--- config.mk ---
export PLATFORM = sky130hd
export DESIGN_NAME = xnor_popcount_acc_flat
export DESIGN_NICKNAME = d
export VERILOG_FILES = /design/src/rtl/bnn_pkg.sv /design/src/rtl/xnor_popcount_acc_if.sv /design/src/rtl/popcount7.sv /design/src/rtl/xnor_popcount_acc.sv /design/src/flat_wrapper.sv
export SDC_FILE = /design/constraint.sdc
export NUM_CORES = 1
export LEC_CHECK = 0
export CAP_MARGIN = 20
export CORE_AREA = 2 2 63 65
export DETAILED_ROUTE_END_ITERATION = 10
export DIE_AREA = 0 0 65 67
export PLACE_DENSITY = 0.63
export SYNTH_ARGS = -nofsm -noshare
export SYNTH_HDL_FRONTEND = slang
export SYNTH_HIERARCHICAL = 1
export SYNTH_SLANG_ARGS = --single-unit
--- constraint.sdc ---
create_clock -name clk -period 2.1 [get_ports clk]
set_input_delay 0.42 -clock clk [delete_from_list [all_inputs] [get_ports clk]]
set_output_delay 0.42 -clock clk [all_outputs]
set_load 0.01 [all_outputs]
--- src/rtl/bnn_pkg.sv ---
// Shared definitions for the binarized layers: default geometry, accumulator
// width helper and the accumulator FSM state encoding.
package bnn_pkg;

  localparam int WIDTH_DEFAULT = 7;
  localparam int NVEC_DEFAULT  = 9;

  typedef enum logic [1:0] {
    ST_IDLE = 2'd0,
    ST_ACC  = 2'd1,
    ST_OUT  = 2'd2
  } bnn_state_e;

  // Bits needed to hold a match count in 0..width*nvec.
  function automatic int acc_width(input int width, input int nvec);
    return $clog2(width * nvec + 1);
  endfunction

endpackage

--- src/rtl/xnor_popcount_acc_if.sv ---
// Beat input, abort and result handshake of the XNOR popcount accumulator.
// master drives beats and consumes results; slave is the accumulator side.
interface xnor_popcount_acc_if
  import bnn_pkg::*;
#(
  parameter int WIDTH = WIDTH_DEFAULT,
  parameter int ACC_W = acc_width(WIDTH_DEFAULT, NVEC_DEFAULT)
);
  logic             clr;
  logic [WIDTH-1:0] x_in;
  logic             in_valid;
  logic             in_ready;
  logic [ACC_W-1:0] thresh;
  logic             out_valid;
  logic             out_ready;
  logic [ACC_W-1:0] out_sum;
  logic             out_bit;

  modport master (
    output clr, x_in, in_valid, thresh, out_ready,
    input  in_ready, out_valid, out_sum, out_bit
  );

  modport slave (
    input  clr, x_in, in_valid, thresh, out_ready,
    output in_ready, out_valid, out_sum, out_bit
  );
endinterface

--- src/rtl/popcount7.sv ---
// Combinational population count of one XNOR product vector (zero latency,
// no handshake). Shared by every binarized layer that needs a match count.
module popcount7 #(
  parameter int WIDTH = 7,
  parameter int CNT_W = $clog2(WIDTH + 1)
) (
  input  logic [WIDTH-1:0] x_in,
  output logic [CNT_W-1:0] count
);

  always_comb begin
    count = '0;
    for (int i = 0; i < WIDTH; i++) begin
      count = count + CNT_W'(x_in[i]);
    end
  end

endmodule

--- src/rtl/xnor_popcount_acc.sv ---
// Sums the popcounts of NVEC product vectors; out_valid rises on the edge taking the last beat.
// While a result is held (OUT) in_ready is low until out_ready completes the handshake.
module xnor_popcount_acc
  import bnn_pkg::*;
#(
  parameter int WIDTH = WIDTH_DEFAULT,
  parameter int NVEC  = NVEC_DEFAULT,
  parameter int ACC_W = acc_width(WIDTH, NVEC)
) (
  input logic                clk,
  input logic                reset,
  xnor_popcount_acc_if.slave bus
);

  localparam int               PC_W     = $clog2(WIDTH + 1);
  localparam int               CNT_W    = (NVEC > 1) ? $clog2(NVEC) : 1;
  localparam logic [CNT_W-1:0] CNT_LAST = CNT_W'(NVEC - 1);

  bnn_state_e       state_q, state_d;
  logic [CNT_W-1:0] cnt_q, cnt_d;
  logic [ACC_W-1:0] sum_q, sum_d;
  logic             out_valid_q, out_valid_d;
  logic [ACC_W-1:0] out_sum_q, out_sum_d;
  logic             out_bit_q, out_bit_d;

  logic [PC_W-1:0]  pc;
  logic [ACC_W-1:0] beat_sum;

  popcount7 #(
    .WIDTH (WIDTH),
    .CNT_W (PC_W)
  ) u_popcount (
    .x_in  (bus.x_in),
    .count (pc)
  );

  assign beat_sum = sum_q + ACC_W'(pc);

  always_comb begin
    state_d     = state_q;
    cnt_d       = cnt_q;
    sum_d       = sum_q;
    out_valid_d = out_valid_q;
    out_sum_d   = out_sum_q;
    out_bit_d   = out_bit_q;

    // clr drops the partial sum and any held result, but the last result
    // values stay on out_sum/out_bit.
    if (bus.clr) begin
      state_d     = ST_IDLE;
      cnt_d       = '0;
      sum_d       = '0;
      out_valid_d = 1'b0;
    end else begin
      case (state_q)
        ST_IDLE, ST_ACC: begin
          if (bus.in_valid) begin
            if (cnt_q == CNT_LAST) begin
              out_sum_d   = beat_sum;
              out_bit_d   = (beat_sum >= bus.thresh);
              out_valid_d = 1'b1;
              sum_d       = '0;
              cnt_d       = '0;
              state_d     = ST_OUT;
            end else begin
              sum_d   = beat_sum;
              cnt_d   = cnt_q + CNT_W'(1);
              state_d = ST_ACC;
            end
          end
        end
        ST_OUT: begin
          if (bus.out_ready) begin
            out_valid_d = 1'b0;
            state_d     = ST_IDLE;
          end
        end
        default: state_d = ST_IDLE;
      endcase
    end
  end

  always_ff @(posedge clk or posedge reset) begin
    if (reset) begin
      state_q     <= ST_IDLE;
      cnt_q       <= '0;
      sum_q       <= '0;
      out_valid_q <= 1'b0;
      out_sum_q   <= '0;
      out_bit_q   <= 1'b0;
    end else begin
      state_q     <= state_d;
      cnt_q       <= cnt_d;
      sum_q       <= sum_d;
      out_valid_q <= out_valid_d;
      out_sum_q   <= out_sum_d;
      out_bit_q   <= out_bit_d;
    end
  end

  assign bus.in_ready  = (state_q != ST_OUT);
  assign bus.out_valid = out_valid_q;
  assign bus.out_sum   = out_sum_q;
  assign bus.out_bit   = out_bit_q;

endmodule
--- src/flat_wrapper.sv ---
// flat-port wrapper written by rule: the top's interface ports become plain ports
module xnor_popcount_acc_flat import bnn_pkg::*;
#(
  parameter int WIDTH = WIDTH_DEFAULT,
  parameter int NVEC  = NVEC_DEFAULT,
  parameter int ACC_W = acc_width(WIDTH, NVEC)
)
  (clk, reset, bus_clr, bus_x_in, bus_in_valid, bus_thresh, bus_out_ready, bus_in_ready, bus_out_valid, bus_out_sum, bus_out_bit);
  xnor_popcount_acc_if #(.WIDTH(WIDTH), .ACC_W(ACC_W)) bus_i ();
  input logic clk;
  input logic reset;
  input wire logic [$bits(bus_i.clr)-1:0] bus_clr;
  input wire logic [$bits(bus_i.x_in)-1:0] bus_x_in;
  input wire logic [$bits(bus_i.in_valid)-1:0] bus_in_valid;
  input wire logic [$bits(bus_i.thresh)-1:0] bus_thresh;
  input wire logic [$bits(bus_i.out_ready)-1:0] bus_out_ready;
  output wire logic [$bits(bus_i.in_ready)-1:0] bus_in_ready;
  output wire logic [$bits(bus_i.out_valid)-1:0] bus_out_valid;
  output wire logic [$bits(bus_i.out_sum)-1:0] bus_out_sum;
  output wire logic [$bits(bus_i.out_bit)-1:0] bus_out_bit;
  assign bus_i.clr = bus_clr;
  assign bus_i.x_in = bus_x_in;
  assign bus_i.in_valid = bus_in_valid;
  assign bus_i.thresh = bus_thresh;
  assign bus_i.out_ready = bus_out_ready;
  assign bus_in_ready = bus_i.in_ready;
  assign bus_out_valid = bus_i.out_valid;
  assign bus_out_sum = bus_i.out_sum;
  assign bus_out_bit = bus_i.out_bit;
  xnor_popcount_acc #(.WIDTH(WIDTH), .NVEC(NVEC), .ACC_W(ACC_W)) u_core (.clk(clk), .reset(reset), .bus(bus_i));
endmodule
==> reports/qor.csv, run 1 <==
metric;value;unit
routedWlPerCell;12.2;um
synth.most_common_cell;dfrtp_1;
vias_per_cell;4.68;
totalPowerFinal;1.34;mW
grt_use_met3;0.0405;
synth_common_cells;20 x dfrtp_1, 19 x inv_1, 11 x ha_1;
clock_path_buffers;2;
grt_max_degree;21;
die_h;67;um
io_pins;27;
fin_crit_sh;1.89;
fillers;326;
via_count;987;
cts_made_buffers;3;
grtUsageMet1;0.144;
final_layout_size_suffix_gt1_frac;0.313;
final_max_slew_viol_count;0;
crit_type;in2reg;
clk_pin_slew;0.07;ns
start_util;0.346;
ctsRootBufferMaster;clkbuf_8;
synth_top_area_cell;dfrtp_1;
cts_hold_buf;0;
skew;0.000966;ns
cts_sinks;20;
p_leak;0.919;nW
hpwl;2080;um
grt_overflow;0;
worst_pin_slew;0.536;ns
synth-main-ff-cell;dfrtp_1;
seqCellArea;500;um2
core;3610;um2
postSynth.asyncResetShare;1.00;
insertion_delay;0.25;ns
nets;198;
final_cell_area;1840;um2
num_rows;22;
setup_viol;13;
ir_drop;0.407;mV
synth_top_area_frac;0.401;
antenna_found_initial;0;
finalWeightedCongestion;0.795;
required;2.24;ns
hold_viol_final;0;
num_antenna_cells;0;
synthTopCellsByArea;dfrtp_1 40%, ha_1 11%, fa_1 8.0%, mux2_2 7.2%, inv_1 5.7%;
violations;setup timing;
status;finished, violations left;
area_growth;47.1;%
grt-busiest-layer;met2;
timing.fmax;252;MHz
r2r_setup_slack;-0.26;ns
cp.arrival;4.11;ns
endpoint_kind;flip-flop;
powerDensity;728;nW/um2
mappedNetlistNets;151;
max_cap_violations;0;
final_antenna_net_count;0;
yosysUniqueCellTypes;26;
multi_input_area;744;um2
grt_pass1_wl;4530;um
die_x;65;um
die_area;4360;um2
use_met2;0.267;
h-tree-depth;1;
syn_avg_cell_area;10.7;um2
fin_crit;3.97;ns
r2r.worst_path.cells;10;
ys_seq_elements;20;
grt_usage;0.137;
crit_path_start_kind;primary input;
syn_inst;117;
cts_tree;built;
yosys_warnings;6;
hold_path.class;in2async;
synth_edf_count;0;
seq_area_frac_synth;0.401;
totalWireLength;2580;um
portBuffers;26;
layout_setup_ws;-1.87;ns
relSlewSlack;0.642;
synth_area;1250;um2
drt_iter0_markers;53;
cp_max_fo;3;
grt_pass1_vias;1089;
drc;0;
rsz0062_at_grt;yes;
first_pass_iters;2;
post_dp_cell_area;1700;um2
==> critical path: stages <==
cell and delay [ns]:
buf_6 0.07, inv_2 0.03, fa_1 0.49, fa_1 0.53, inv_2 0.04, fa_2 0.36, fa_1 0.49, ha_1 0.33
a211oi_2 0.28, o21bai_4 0.20, xnor2_2 0.10, ha_2 0.18, a21o_1 0.15, a21oi_1 0.11, o21ai_1 0.07, mux2_4 0.27
==> layer usage <==
layer	up-vias	routed length, um
met5	-	0
met4	0	42
met3	4	117
met2	20	1360
met1	474	1060
li1	489	-
==> stage by stage <==
| stage | instances | TNS (ns) | hold slack [ns] | util | setup WS [ns] |
|---|---|---|---|---|---|
| finish | 211 | -15.09 | 0.484 | 0.509 | -1.87 |
| global route | 211 | -15.96 | 0.521 | 0.509 | -1.95 |
| detailed placement | 204 | -24.47 | 0.493 | 0.472 | -2.60 |
| CTS | 210 | -15.21 | 0.491 | 0.505 | -1.88 |
| global placement | 204 | -23.76 | 0.490 | 0.472 | -2.53 |
| floorplan | 117 | -14.05 | 0.384 | - | -1.85 |
==> worst paths after layout <==
kind | startpoint | end
worst min register to register | u_core/bus.out_sum[1] | u_core/bus.out_sum[1]
worst min-delay path | reset | u_core/bus.out_sum[5]
worst max-delay path | bus_x_in[1] | u_core/bus.out_bit
worst max register to register | u_core/sum_q[0] | u_core/bus.out_bit
max in group asynchronous | reset | u_core/cnt_q[2]
min in group clk | u_core/bus.out_sum[1] | u_core/bus.out_sum[1]
==> cell type report <==
type | count | share of cell area
multi-input cells | 77 | 0.406
flip-flops and latches | 20 | 0.273
repair buffers | 43 | 0.216
inverters | 19 | 0.0429
well taps | 48 | 0.0327
clock buffers | 4 | 0.0300
==> state kept, by name, indices dropped and copies added (netlist names) <==
| signal | flops |
|---|---|
| u_core/bus.out_sum | 6 |
| u_core/sum_q | 6 |
| u_core/cnt_q | 4 |
| u_core/state_q | 2 |
| u_core/bus.out_bit | 1 |
| u_core/bus.out_valid | 1 |
==> report_power, final <==
part	internal (mW)	switching [mW]	total, mW
Sequential	0.408	0.0259	0.434
Clock	0.167	0.122	0.289
Combinational	0.361	0.253	0.614
Total	0.936	0.401	1.34
==> what timing repair did <==
item / CTS / global route
buffers inserted: 4 / 2
gates cloned: 0 / 0
pin swaps: 14 / 2
resized for setup: 27 / 2
setup endpoints to repair: 13 / 13
==> cells by family after synthesis <==
kind of cell               synth area share
AOI/OAI and AO/OA                     0.149
xor gates and xnor gates             0.0281
adders and majority gates             0.191
buffers and inverters                0.0612
DFF                                   0.401
muxes                                0.0802
and+or+nand+nor                      0.0893
==> layout by cell type, fill, tap and decap left out, types with 5 or more instances in the layout <==
cell,instances
mux2_2,6
a22o_1,5
nor2_1,7
inv_1,15
a21oi_1,6
clkdlybuf4s50_1,23
buf_4,14
buf_6,5
dfrtp_1,20
ha_1,9
Power figures use the tool's default switching activity.
==> inputs of run 2 (changes only) <==
--- a/config.mk
+++ b/config.mk
@@ -6,10 +6,11 @@
 export NUM_CORES = 1
 export LEC_CHECK = 0
 export CAP_MARGIN = 20
-export CORE_AREA = 2 2 63 65
+export CORE_AREA = 2 2 52 79
 export DETAILED_ROUTE_END_ITERATION = 10
-export DIE_AREA = 0 0 65 67
-export PLACE_DENSITY = 0.63
+export DIE_AREA = 0 0 54 81
+export GPL_ROUTABILITY_DRIVEN = 0
+export PLACE_DENSITY = 0.62
 export SYNTH_ARGS = -nofsm -noshare
 export SYNTH_HDL_FRONTEND = slang
 export SYNTH_HIERARCHICAL = 1
==> run 2 against run 1 <==
Against the previous run: the run still ends with setup timing left; via count down 0.51%; wire length rose by 10%; count of clock-buffer cells in the layout unchanged.
==> reports/qor.csv, run 2 (synthesis gave the netlist of run 1 again) <==
metric;value;unit;change
grt_pass1_wl;4760;um;+5.2%
cts_hold_buf;0;;unchanged
antenna_found_initial;0;;unchanged
p_leak;0.919;nW;about the same
grt_usage;0.149;;+0.0120
cts_sinks;20;;unchanged
required;2.25;ns;about the same
hold_path.class;in2async;;
portBuffers;26;;unchanged
timing.fmax;254;MHz;+0.97%
endpoint_kind;flip-flop;;
status;finished, violations left;;
io_pins;27;;unchanged
rsz0062_at_grt;yes;;
switching_share;0.315;;+0.0149
p_int;0.948;mW;+1.3%
crit_path_start_kind;primary input;;
relSlewSlack;0.596;;-0.0457
area_growth;48.0;%;
grt_pass1_vias;1131;;+3.9%
r2r_setup_slack;-0.26;ns;about the same
hold_slack;0.502;ns;+0.0182 ns
cts_tree;built;;
drt_iter0_markers;8;;-85%
fin_crit;3.93;ns;-0.0383 ns
multi_input_area;771;um2;+3.5%
start_util;0.330;;-0.0162
num_antenna_cells;0;;unchanged
grt_max_degree;21;;unchanged
seqCellArea;500;um2;unchanged
routedWlPerCell;13.8;um;+13%
r2r_start;u_core/sum_q[0];;
final_max_slew_viol_count;0;;unchanged
final_cell_mix;23 x clkdlybuf4s50_1, 20 x dfrtp_1, 15 x inv_1, 12 x buf_4, 8 x ha_1;;
crit_start;bus_x_in[0];;
core;3780;um2;+4.9%
insertion_delay;0.26;ns;about the same
fillers;353;;+8.3%
clkPwrFrac;0.213;;-0.003
totalPowerFinal;1.38;mW;+3.5%
num_rows;28;;+27%
powerDensity;749;nW/um2;+2.9%
fin_crit_sh;1.87;;-0.0182
die_h;81;um;+21%
via_count;982;;-0.51%
final_common_cell;clkdlybuf4s50_1;;
ir_drop;0.447;mV;+9.9%
die_x;54;um;-17%
totalWireLength;2850;um;+10%
violations;setup timing;;
worst_pin_slew;0.604;ns;+0.0682 ns
final_layout_size_suffix_gt1_frac;0.323;;+0.0101
p_comb_frac;0.469;;+0.010
crit_type;in2reg;;
first_pass_iters;4;;+2
h-tree-depth;1;;unchanged
nets;196;;-1.0%
grt_overflow;0;;unchanged
clk_pin_slew;0.08;ns;about the same
r2r-end;u_core/bus.out_bit;;
vias_per_cell;4.77;;+1.9%
r2r.worst_path.cells;10;;unchanged
p_switching;0.435;mW;+8.7%
clock_path_buffers;2;;unchanged
cp.arrival;4.08;ns;-0.03 ns
seqPwrFrac;0.318;;-0.007
setup_viol;13;;unchanged
hpwl;2190;um;+4.9%
skew;0.00771;ns;+0.00674 ns
final_antenna_net_count;0;;unchanged
hold_viol_final;0;;unchanged
crit_end;u_core/bus.out_bit;;
cp_max_fo;2;;-1
ctsRootBufferMaster;clkbuf_8;;
cts_made_buffers;3;;unchanged
drc;0;;unchanged
die_area;4370;um2;+0.44%
max_cap_violations;0;;unchanged
layout_setup_ws;-1.83;ns;+0.0382 ns
==> run 2: power groups by stage <==
stage / Combinational, mW / Clock, mW / Sequential (mW)
floorplan: 0.303 / 0 / 0.433
global placement: 0.520 / 0 / 0.439
detailed placement: 0.531 / 0 / 0.441
CTS: 0.664 / 0.305 / 0.438
global route: 0.712 / 0.324 / 0.443
finish: 0.648 / 0.295 / 0.440
==> run 2: area by class of cell <==
| cell class | instances | area share |
|---|---|---|
| multi-input combinational | 77 | 0.417 |
| clock buffer | 4 | 0.0298 |
| inverter | 19 | 0.0427 |
| sequential | 20 | 0.271 |
| tap | 45 | 0.0305 |
| timing repair buffer | 41 | 0.209 |
==> run 2: metrics by stage <==
| stage | util | std cells | setup TNS, ns | cell area, um2 | worst slack, ns |
|---|---|---|---|---|---|
| global route | 0.488 | 206 | -15.61 | 1850 | -1.96 |
| CTS | 0.487 | 208 | -15.54 | 1840 | -1.88 |
| finish | 0.488 | 206 | -14.74 | 1850 | -1.83 |
| global placement | 0.449 | 201 | -23.82 | 1700 | -2.53 |
| floorplan | - | 117 | -14.05 | 1280 | -1.85 |
| detailed placement | 0.449 | 201 | -24.81 | 1700 | -2.65 |
==> run 2: worst min path at each step <==
stage | from | end | cells after the start
finish | reset | u_core/bus.out_sum[5] | 3
global route | u_core/bus.out_sum[2] | u_core/bus.out_sum[2] | 1
CTS | reset | u_core/bus.out_sum[5] | 3
detailed placement | u_core/bus.out_sum[2] | u_core/bus.out_sum[2] | 1
global placement | u_core/bus.out_sum[3] | u_core/bus.out_sum[3] | 1
floorplan | reset | u_core/bus.out_bit | 1
==> run 2: timing repair <==
action                     in CTS  in global routing
pin swaps                      15                 14
gates resized for setup        29                  8
setup endpoints to repair      13                 13
setup buffers                   4                  4
==> run 2: worst max-delay path: stages <==
cell     delay [ns]
buf_8          0.08
inv_8          0.02
fa_1           0.49
fa_1           0.52
inv_2          0.04
fa_2           0.35
fa_2           0.51
fa_2           0.39
a21o_1         0.18
nand2_2        0.08
xnor2_2        0.12
ha_1           0.27
a21o_1         0.17
a21oi_2        0.10
o21ai_1        0.07
mux2_4         0.27
==> run 2: per-layer routing <==
layer	up-vias	track usage	wire [um]
met5	-	0	0
met4	0	0.0650	61
met3	6	0.0221	90
met2	20	0.291	1680
met1	472	0.144	1010
li1	484	-	-
==> inputs of run 3 (changes only) <==
--- a/config.mk
+++ b/config.mk
@@ -7,6 +7,7 @@
 export LEC_CHECK = 0
 export CAP_MARGIN = 20
 export CORE_AREA = 2 2 52 79
+export CTS_BUF_LIST = sky130_fd_sc_hd__clkbuf_16
 export DETAILED_ROUTE_END_ITERATION = 10
 export DIE_AREA = 0 0 54 81
 export GPL_ROUTABILITY_DRIVEN = 0
==> run 3 against run 2 <==
Against the previous run: the flow still finishes with violations (setup timing); non-clock buffer count stayed put; wire length increased by 0.25%; die area stayed put; sequential power barely moved; total power grew 7.4%.
==> reports/qor.csv, run 3 (synthesis gave the netlist of run 1 again) <==
metric;value;unit;change
grt_overflow;0;;unchanged
io_pins;27;;unchanged
grt_usage;0.148;;-0.000371
worst_pin_slew;0.616;ns;+0.0121 ns
vias_per_cell;4.84;;+1.6%
drt_iter0_markers;15;;+7
grt_max_degree;21;;unchanged
cp.arrival;4.13;ns;+0.05 ns
ir_drop;0.427;mV;-4.4%
cts_made_buffers;3;;unchanged
fin_crit;3.99;ns;+0.0567 ns
grt_pass1_wl;4760;um;unchanged
final_common_cell;clkdlybuf4s50_1;;
fin_crit_sh;1.90;;+0.0270
hpwl;2190;um;unchanged
totalWireLength;2860;um;+0.25%
setup_viol;13;;unchanged
nets;196;;unchanged
violations;setup timing;;
final_cell_mix;23 x clkdlybuf4s50_1, 20 x dfrtp_1, 15 x inv_1, 12 x buf_4, 8 x ha_1;;
cp_slowest_cell;fa_1;;
hold_path.class;reg2reg;;
powerDensity;794;nW/um2;+6.0%
hold_slack;0.505;ns;+0.00265 ns
layout_setup_ws;-1.89;ns;-0.0567 ns
portBuffers;26;;unchanged
skew;0.00392;ns;-0.00380 ns
cts_tree;built;;
insertion_delay;0.25;ns;about the same
final_max_slew_viol_count;0;;unchanged
crit_type;in2reg;;
clk_pin_slew;0.06;ns;-0.02 ns
area_growth;49.9;%;
hold_viol_final;0;;unchanged
drc;0;;unchanged
path_cells;buf_8 > inv_8 > fa_1 > fa_1 > inv_2 > fa_2 > fa_2 > fa_2 > a21o_1 > nand2_2 > xnor2_2 > ha_1 > a21o_1 > a21oi_2 > o21ai_1 > mux2_4;;
max_cap_violations;0;;unchanged
p_switching;0.449;mW;+3.1%
p_leak;0.929;nW;+1.1%
seqPwrFrac;0.296;;-0.022
p_comb_frac;0.437;;-0.032
antenna_found_initial;0;;unchanged
endpoint_kind;flip-flop;;
timing.fmax;251;MHz;-1.4%
crit_path_start_kind;primary input;;
routedWlPerCell;13.9;um;+0.25%
switching_share;0.302;;-0.0124
die_h;81;um;unchanged
p_int;1.04;mW;+9.3%
start_util;0.330;;unchanged
status;finished, violations left;;
clkPwrFrac;0.266;;+0.053
cp_max_fo;2;;unchanged
cpPeakStageDelay;0.52;ns;about the same
rsz0062_at_grt;yes;;
core;3780;um2;unchanged
final_layout_size_suffix_gt1_frac;0.317;;-0.00621
grt_pass1_vias;1124;;-0.62%
pre_cts_ws;-2.65;ns;unchanged
num_rows;28;;unchanged
relSlewSlack;0.588;;-0.00808
via_count;998;;+1.6%
cts_sinks;20;;unchanged
ctsRootBufferMaster;clkbuf_16;;
first_pass_iters;4;;unchanged
h-tree-depth;1;;unchanged
crit_top_cell;fa_2;;
num_antenna_cells;0;;unchanged
die_area;4370;um2;unchanged
required;2.24;ns;about the same
die_x;54;um;unchanged
final_antenna_net_count;0;;unchanged
clock_path_buffers;2;;unchanged
## run 3: layout make-up
class	instances	area, um2
Clock inverter	1	3.75
Tap cell	45	56.3
Multi-Input combinational cell	77	771
Clock buffer	3	75.1
Sequential cell	20	500
Timing Repair Buffer	41	385
Inverter	19	78.8
Fill cell	344	1910
## run 3: worst paths after layout
kind	to	slack (ns)	start	cells past startpoint
setup reg to reg	u_core/bus.out_bit	-0.29	u_core/sum_q[0]	10
setup / recovery	u_core/bus.out_bit	-1.89	bus_x_in[0]	16
hold / removal	u_core/bus.out_sum[2]	0.50	u_core/bus.out_sum[2]	1
max in group asynchronous	u_core/state_q[0]	1.37	reset	3
min in group asynchronous	u_core/bus.out_bit	0.51	reset	3
hold reg to reg	u_core/bus.out_sum[2]	0.50	u_core/bus.out_sum[2]	1
## run 3: power groups by stage
stage / Sequential (mW) / Combinational (mW) / Clock, mW
after floorplan: 0.433 / 0.303 / 0
after global placement: 0.439 / 0.520 / 0
after detailed placement: 0.441 / 0.531 / 0
after CTS: 0.439 / 0.664 / 0.410
after global routing: 0.443 / 0.717 / 0.429
final: 0.440 / 0.649 / 0.396
## run 3: through the flow
| stage | TNS [ns] | power [mW] | instances | instance area [um2] | utilization |
|---|---|---|---|---|---|
| finish | -14.95 | 1.49 | 206 | 1870 | 0.494 |
| global route | -15.78 | 1.59 | 206 | 1870 | 0.494 |
| CTS | -15.66 | 1.51 | 208 | 1870 | 0.494 |
| detailed placement | -24.81 | 0.971 | 201 | 1700 | 0.449 |
| global placement | -23.82 | 0.959 | 201 | 1700 | 0.449 |
| floorplan | -14.05 | 0.736 | 117 | 1280 | - |
## run 3: timing repair
action                                  in CTS  in global routing
endpoints found under the hold margin        0                  0
endpoints found under the setup margin      13                 13
pin swaps                                   15                 14
setup buffers                                4                  3
gates resized for setup                     29                  8
hold buffers                                 0                  0
## run 3: worst max-delay path: cells and delay by family
family	cells	cell delay, ns
adders and majority gates	6	2.53
muxes	1	0.27
xor gates and xnor gates	1	0.12
AOI/OAI and AO/OA	4	0.57
and+or+nand+nor	1	0.08
buffers and inverters	3	0.14
## run 3: routing by layer
metal | up-vias | routed length, um | share of wire | global-route usage
li1 | 487 | - | - | -
met1 | 483 | 985 | 0.35 | 0.145
met2 | 21 | 1720 | 0.60 | 0.290
met3 | 7 | 101 | 0.035 | 0.0276
met4 | 0 | 46 | 0.016 | 0.0550
met5 | - | 0 | 0 | 0
